===== src/rtl/clock_ctrl_pkg.sv =====
// Shared constants and state encoding for the lab clock-rate controller.
package clock_ctrl_pkg;

  localparam int RATE_MIN = 4;
  localparam int RATE_MAX = 24;
  localparam int RATE_W   = 5;
  localparam int CNT_W    = 25;

  typedef enum logic {
    ST_RUN  = 1'b0,
    ST_STEP = 1'b1
  } state_t;

  // Low (rate+1) bits set; rate 24 wraps the shift to zero and yields all ones.
  function automatic logic [CNT_W-1:0] rate_mask(input logic [RATE_W-1:0] rate);
    return (CNT_W'(1) << (rate + RATE_W'(1))) - CNT_W'(1);
  endfunction

endpackage


===== src/rtl/key_debounce.sv =====
// One board key: 2-flop synchronizer, polarity fix, stability counter and
// a single-cycle press strobe on each accepted release-to-press change.
module key_debounce #(
  parameter int DEBOUNCE_CYCLES = 500000,
  parameter bit KEY_ACTIVE_LOW  = 1'b1
) (
  input  logic osc_50,
  input  logic reset,
  input  logic key_raw,
  output logic level,
  output logic press
);

  localparam int             CW   = $clog2(DEBOUNCE_CYCLES + 1);
  localparam logic [CW-1:0]  LAST = CW'(DEBOUNCE_CYCLES - 1);
  localparam logic           IDLE = KEY_ACTIVE_LOW;

  logic          sync_p0, sync_p1;
  logic          key_now;
  logic          level_d;
  logic [CW-1:0] count;

  // Synchronizer resets to the released level so a held key re-presses.
  always_ff @(posedge osc_50) begin
    if (reset) begin
      sync_p0 <= IDLE;
      sync_p1 <= IDLE;
    end else begin
      sync_p0 <= key_raw;
      sync_p1 <= sync_p0;
    end
  end

  assign key_now = KEY_ACTIVE_LOW ? ~sync_p1 : sync_p1;

  always_ff @(posedge osc_50) begin
    if (reset) begin
      level <= 1'b0;
      count <= '0;
    end else if (key_now != level) begin
      if (count == LAST) begin
        level <= key_now;
        count <= '0;
      end else begin
        count <= count + CW'(1);
      end
    end else begin
      count <= '0;
    end
  end

  always_ff @(posedge osc_50) begin
    if (reset) begin
      level_d <= 1'b0;
      press   <= 1'b0;
    end else begin
      level_d <= level;
      press   <= level & ~level_d;
    end
  end

endmodule


===== src/rtl/clock_rate_controller.sv =====
// Run/step clock-enable generator: debounced keys select a divider exponent
// or switch to single-step mode where each step key press emits one tick.
module clock_rate_controller
  import clock_ctrl_pkg::*;
#(
  parameter int DEBOUNCE_CYCLES = 500000,
  parameter int RESET_RATE      = 19,
  parameter bit KEY_ACTIVE_LOW  = 1'b1
) (
  input  logic              osc_50,
  input  logic              reset,
  input  logic              key_faster,
  input  logic              key_slower,
  input  logic              key_mode,
  input  logic              key_step,
  output logic              tick,
  output logic [RATE_W-1:0] rate_sel,
  output logic              step_mode
);

  function automatic logic [RATE_W-1:0] rate_step(input logic [RATE_W-1:0] rate,
                                                  input logic dn, input logic up);
    if (dn && !up && rate > RATE_W'(RATE_MIN)) return rate - RATE_W'(1);
    if (up && !dn && rate < RATE_W'(RATE_MAX)) return rate + RATE_W'(1);
    return rate;
  endfunction

  logic [3:0]       keys;
  logic [3:0]       press;
  logic [CNT_W-1:0] cnt;
  logic [CNT_W-1:0] mask;
  logic             hit;
  logic             tick_next;
  state_t           state, state_next;

  assign keys = {key_step, key_mode, key_slower, key_faster};

  for (genvar i = 0; i < 4; i++) begin : g_key
    key_debounce #(
      .DEBOUNCE_CYCLES(DEBOUNCE_CYCLES),
      .KEY_ACTIVE_LOW (KEY_ACTIVE_LOW)
    ) u_key (
      .osc_50 (osc_50),
      .reset  (reset),
      .key_raw(keys[i]),
      .level  (),
      .press  (press[i])
    );
  end

  always_ff @(posedge osc_50) begin
    if (reset) rate_sel <= RATE_W'(RESET_RATE);
    else       rate_sel <= rate_step(rate_sel, press[0], press[1]);
  end

  // Counter is never realigned on rate or mode changes, so no double pulse.
  always_ff @(posedge osc_50) begin
    if (reset) cnt <= '0;
    else       cnt <= cnt + CNT_W'(1);
  end

  assign mask = rate_mask(rate_sel);
  assign hit  = (cnt & mask) == mask;

  always_ff @(posedge osc_50) begin
    if (reset) state <= ST_RUN;
    else       state <= state_next;
  end

  always_comb begin
    state_next = state;
    if (press[2]) begin
      case (state)
        ST_RUN:  state_next = ST_STEP;
        default: state_next = ST_RUN;
      endcase
    end
  end

  always_comb begin
    tick_next = 1'b0;
    case (state)
      ST_RUN:  tick_next = hit;
      default: tick_next = press[3];
    endcase
  end

  always_ff @(posedge osc_50) begin
    if (reset) tick <= 1'b0;
    else       tick <= tick_next;
  end

  assign step_mode = (state == ST_STEP);

endmodule

===== config.mk =====
export PLATFORM = sky130hd
export DESIGN_NAME = clock_rate_controller
export DESIGN_NICKNAME = d
export VERILOG_FILES = /design/src/rtl/clock_ctrl_pkg.sv /design/src/rtl/key_debounce.sv /design/src/rtl/clock_rate_controller.sv
export SDC_FILE = /design/constraint.sdc
export NUM_CORES = 1
export LEC_CHECK = 0
export ABC_AREA = 0
export ABC_CLOCK_PERIOD_IN_PS = 7700
export BUFFER_PORTS_ARGS = -buffer_cell sky130_fd_sc_hd__buf_4
export CORE_ASPECT_RATIO = 1.5
export CORE_MARGIN = 2
export CORE_UTILIZATION = 65
export DETAILED_ROUTE_END_ITERATION = 16
export PLACE_DENSITY_LB_ADDON = 0.25
export SYNTH_ARGS = -nofsm -noshare
export SYNTH_HDL_FRONTEND = slang
export SYNTH_SLANG_ARGS = --single-unit

===== constraint.sdc =====
create_clock -name osc_50 -period 7.7 [get_ports osc_50]
set_input_delay 1.54 -clock osc_50 [delete_from_list [all_inputs] [get_ports osc_50]]
set_output_delay 1.54 -clock osc_50 [all_outputs]
set_load 0.02 [all_outputs]

# Word-level counts from Yosys, hierarchy flattened
# Index checks and enable logic that the tools add are counted.
dict set report op_classes {
  n_bitwise 17
  add_sub_neg 8
  n_eq_ne 9
  reduce_logical 15
  mux 11
  n_lt_le_gt_ge 2
  shift 1
}
# op n
set op_table {}
lappend op_table {{$add A19 B1 Y19 const B} 4}
lappend op_table {{$eq A19 B19 Y1 const B} 4}
lappend op_table {{$add A25 B1 Y25 const B} 1}
lappend op_table {{$and A25 B25 Y25} 1}
lappend op_table {{$eq A25 B25 Y1} 1}
lappend op_table {{$shl A1 B5 Y25 const A} 1}
lappend op_table {{$sub A25 B2 Y25 const B} 1}
lappend op_table {{$mux W5} 4}
lappend op_table {{$not A1 Y1} 12}
lappend op_table {{$reduce_or A3 Y1} 4}
lappend op_table {{$reduce_and A2 Y1} 4}
lappend op_table {{$mux W1} 7}
lappend op_table {{$add A5 B1 Y5 const B} 1}
lappend op_table {{$gt A5 B3 Y1 const B} 1}
lappend op_table {{$lt A5 B5 Y1 const B} 1}
lappend op_table {{$sub A5 B1 Y5 const B} 1}
lappend op_table {{$and A1 B1 Y1} 4}
lappend op_table {{$logic_and A1 B1 Y1} 4}
lappend op_table {{$ne A1 B1 Y1} 4}
lappend op_table {{$logic_not A1 Y1} 2}
lappend op_table {{$reduce_bool A2 Y1} 1}
dict set report word_totals {
  out_inout_bits 7
  reg_bits 128
  wordCells 91
}

# Logic depth before layout (Yosys ltp)
dict set report logic_depth {
  ltp_word 9
  mapped_depth 15
  depth_no_buf 14
}

# Hierarchy
# From an unflattened synthesis, not the netlist that was laid out.
dict set report unflattened {
  cells_unflattened 823
  hier_area_um2 6944.2
}
# module area_per_inst_um2 seq_area_each_um2 instances cells_each
set modules_own_cells {}
lappend modules_own_cells {key_debounce 1022.2 480.5 4 112}
lappend modules_own_cells {clock_rate_controller 2855.2 640.6 1 375}

# Worst setup path after synthesis
# Ideal clock, no wire load.
dict set report synth_path {
  path_type {reg-to-reg}
  start {reg rate_sel[1]}
  end {reg tick}
  setup_ns 0.060
  setup_slack_ns 4.400
  path_stages_with_launch 16
  arrival_time_ns 3.239
  n_path_buf 2
  period_less_slack_ns 3.300
  cell_sequence {dfxtp_1 > ha_1 > buf_6 > xor2_4 > a2bb2oi_1 > nor2_1 > inv_1 > ha_1 > inv_1 > a221o_1 > buf_6 > nor2_1 > mux2i_1 > o2111ai_1 > nor4_1 > a32o_1}
}
dict set report synth_between {
  elab_chain_len 6
}
# item line
set synth_lines {}
lappend synth_lines {{start: declaration} clock_rate_controller.sv:17} ;# output logic [RATE_W-1:0] rate_sel,
lappend synth_lines {{start signal: assignment} clock_rate_controller.sv:52} ;# if (reset) rate_sel <= RATE_W'(RESET_RATE);
lappend synth_lines {{start signal: assignment} clock_rate_controller.sv:53} ;# else rate_sel <= rate_step(rate_sel, press[0], press[1]);
lappend synth_lines {{$add A5 B1 Y5 *} clock_ctrl_pkg.sv:16} ;# return (CNT_W'(1) << (rate + RATE_W'(1))) - CNT_W'(1);
lappend synth_lines {{$shl A1 B5 Y25 *} clock_ctrl_pkg.sv:16}
lappend synth_lines {{$sub A25 B2 Y25 *} clock_ctrl_pkg.sv:16}
lappend synth_lines {{$and A25 B25 Y25} clock_rate_controller.sv:63} ;# assign hit = (cnt & mask) == mask;
lappend synth_lines {{$eq A25 B25 Y1 *} clock_rate_controller.sv:63}
lappend synth_lines {{$mux W1 *} clock_rate_controller.sv:82} ;# case (state)
lappend synth_lines {{end signal: assignment} clock_rate_controller.sv:90} ;# else tick <= tick_next;
lappend synth_lines {{end: declaration} clock_rate_controller.sv:16} ;# output logic tick,
# Every way passes the cells marked *; elsewhere a longest branch is shown, timed or not.
# A chain may end at the register's enable or synchronous reset.

# Worst setup path in the final report
dict set report layout_path {
  start {reg rate_sel[0]}
  end {reg tick}
}
# The elaborated chain is that of the path after synthesis.

==> impl_metrics.toml <==
[synthesis]
synth_seq_area_share = 0.400
synth_most_common_cell = "nor2_1"
yosys-top-cells-count = "149 x nor2_1, 128 x dfxtp_1, 61 x xor2_1"
synthTopCellsByArea = "dfxtp_1 40%, nor2_1 8.7%, xor2_1 8.3%, xnor2_1 5.5%, nand3_1 3.8%"
synth_nets = 786
synth.avg_cell_area_um2 = 8.35
synth_edf_count = 0
ys_types = 62
yosysWarningCount = 0
ys_ff_latch = 128
synthDominantCellAreaShare = 0.400
synth_area_um2 = 6410
synth_top_flop_cell = "dfxtp_1"
async_flop_share = 0
synthCells = 768
yosys.area.top_type = "dfxtp_1"

[routing]
avgRoutedWirePerCell_um = 15.5
firstDrtPassIters = 5
drtIter0Drc = 267
vias = 5321
ant_nets = 0
viasPerCell = 5.91
wl_um = 14000
drc = 0

[floorplanning]
start_util = 0.665
core_area_um2 = 9630
ios = 13
die_w_um = 85.1
dieArea_um2 = 10700
rows = 44
dieHeight_um = 126

[critical_path]
slowest_stage = "ha_1"
path_cells = "ha_1 -> xor2_4 -> a2bb2oi_1 -> nor2_1 -> inv_1 -> ha_1 -> inv_1 -> a221o_1 -> nor2_1 -> mux2i_1 -> o2111ai_1 -> nor4_1 -> a32o_1"
start_kind = "register"
cp-end-kind = "register"
cp_top_family = "compound AO/OA/AOI/OAI gates"
rrSetupSlack_ns = 3.80
r2r_cells = 13
crit_type = "reg -> reg"
critical_path_arrival_ns = 4.27
slowest_delay_ns = 0.64
r2r-start = "rate_sel[0]"
critPathMaxFanout = 14
cp_num_buf_inv = 2
critPathRequiredTime_ns = 8.07
r2r-end = "tick"

[place]
gp_congestion = 0.955
post-place-ws_ns = 3.81
portBuffers = 12
hpwl_um = 9600
placed_area_um2 = 6510

[cts]
postCtsHoldBufs = 0
cts_setup_buffers = 0
ctsResizeCount = 0
h-tree-depth = 4
numCtsBuffers = 17
path_clk_slew_ns = 0.06
cts_tree = "done"
clk_path_buf_depth = 2
cts-root-buf = "clkbuf_16"
clkLatencyLatePin_ns = 0.42
clock_sinks = 128

[final_layout]
area_growth_pct = 10.2
drive_gt1_frac = 0.0777
num_antenna_cells = 0
fin_nets = 790
final_area_um2 = 7070
filler_cell_count = 704

[sta]
rsz0062_at_grt = "false"
max_slew.worst_pin.slew_ns = 0.879
hold_viol = 0
finalSetupViolCount = 0
post-route-period-util = 0.507
fin_skew_ns = 0.00886
period_needed_ns = 3.90
holdWs_ns = 0.378
finalMaxSlewViolations = 0
fmax_mhz = 256
layout_setup_ws_ns = 3.80
final.setup.tns_ns = 0
slew_headroom = 0.414

[power]
p_leak_nw = 2.46
power.density_nw_per_um2 = 204
vdd.ir_drop.worst_mv = 0.162

[grt]
grt_pass1_wl_um = 23900
overflow = 0
grt_max_degree = 54
antenna_found_initial = 0
grt_pass1_vias = 5289
grt_usage = 0.274

[run]
cap_violations = 0

[min_path]
hold_path_class = "reg -> reg"
hold_start = "g_key[1].u_key.level_d"
min_to = "g_key[1].u_key.press"
hold_depth = 1

[outcome]
outcome = "completed"
registers in the layout, indices dropped and copies added, names as in the netlist:
signal               flops
rate_sel                 5
step_mode                1
cnt                     25
g_key.u_key.press        4
g_key.u_key.sync_p1      4
g_key.u_key.sync_p0      4
g_key.u_key.level_d      4
tick                     1
g_key.u_key.count       76
g_key.u_key.level        4
cell type report:
class,instances,area (um^2),area share
Multi-Input combinational cell,590,3630,0.513
Sequential cell,128,2560,0.363
Clock buffer,19,443,0.0627
Tap cell,115,144,0.0204
Clock inverter,13,115,0.0163
Timing Repair Buffer,12,90.1,0.0127
Inverter,23,86.3,0.0122
cell usage in the layout, fill, tap and decap left out, types with 13 or more instances in the layout:
master | synthesis | final
a21oi_1 | 18 | 18
and3_1 | 14 | 14
clkbuf_16 | 0 | 17
dfxtp_1 | 128 | 128
inv_1 | 23 | 23
nand2_1 | 60 | 60
nand3_1 | 49 | 49
nand4_1 | 15 | 15
nor2_1 | 149 | 149
nor2b_1 | 15 | 15
nor3_1 | 17 | 17
o21ai_0 | 21 | 21
or3_1 | 13 | 13
xnor2_1 | 40 | 40
xor2_1 | 61 | 61
cell families after synthesis:
group                    Yosys count  share of synthesized area
buffers and inverters             50                     0.0345
multiplexers                       8                     0.0125
adder cells (fa/ha/maj)           12                     0.0234
XOR/XNOR                         103                      0.147
AND/OR/NAND/NOR                  385                      0.289
flip-flops                       128                      0.400
AO/OA/AOI/OAI                     82                     0.0941
routing by layer:
layer | up-vias | GRT usage | wire length [um] | share of wire
met4 | 0 | 0.129 | 490 | 0.035
met2 | 149 | 0.483 | 7200 | 0.52
met1 | 2501 | 0.312 | 5720 | 0.41
li1 | 2623 | - | - | -
met3 | 48 | 0.0557 | 550 | 0.039
met5 | - | 0 | 0 | 0
how the worst max path moves through the flow:
stage | start | to | cells after the start
2_1_floorplan | rate_sel[1] | tick | 15
3_3_place_gp | rate_sel[0] | tick | 13
3_5_place_dp | rate_sel[0] | tick | 13
4_1_cts | rate_sel[0] | tick | 13
5_1_grt | rate_sel[0] | tick | 13
6_report | rate_sel[0] | tick | 13
through the flow:
step           cells   util  total power, W
2_1_floorplan    768      -        0.000694
3_3_place_gp     868  0.676        0.000699
3_5_place_dp     868  0.676        0.000700
4_1_cts          900  0.734         0.00145
5_1_grt          900  0.734         0.00148
6_report         900  0.734         0.00144
power by group:
group / internal (W) / leakage, nW / switching, W
sequential: 0.000666 / 1.03 / 0.00000290
combinational: 0.00000588 / 1.17 / 0.0000100
clock: 0.000451 / 0.265 / 0.000302
No activity file was read; power rests on OpenSTA's default activity.
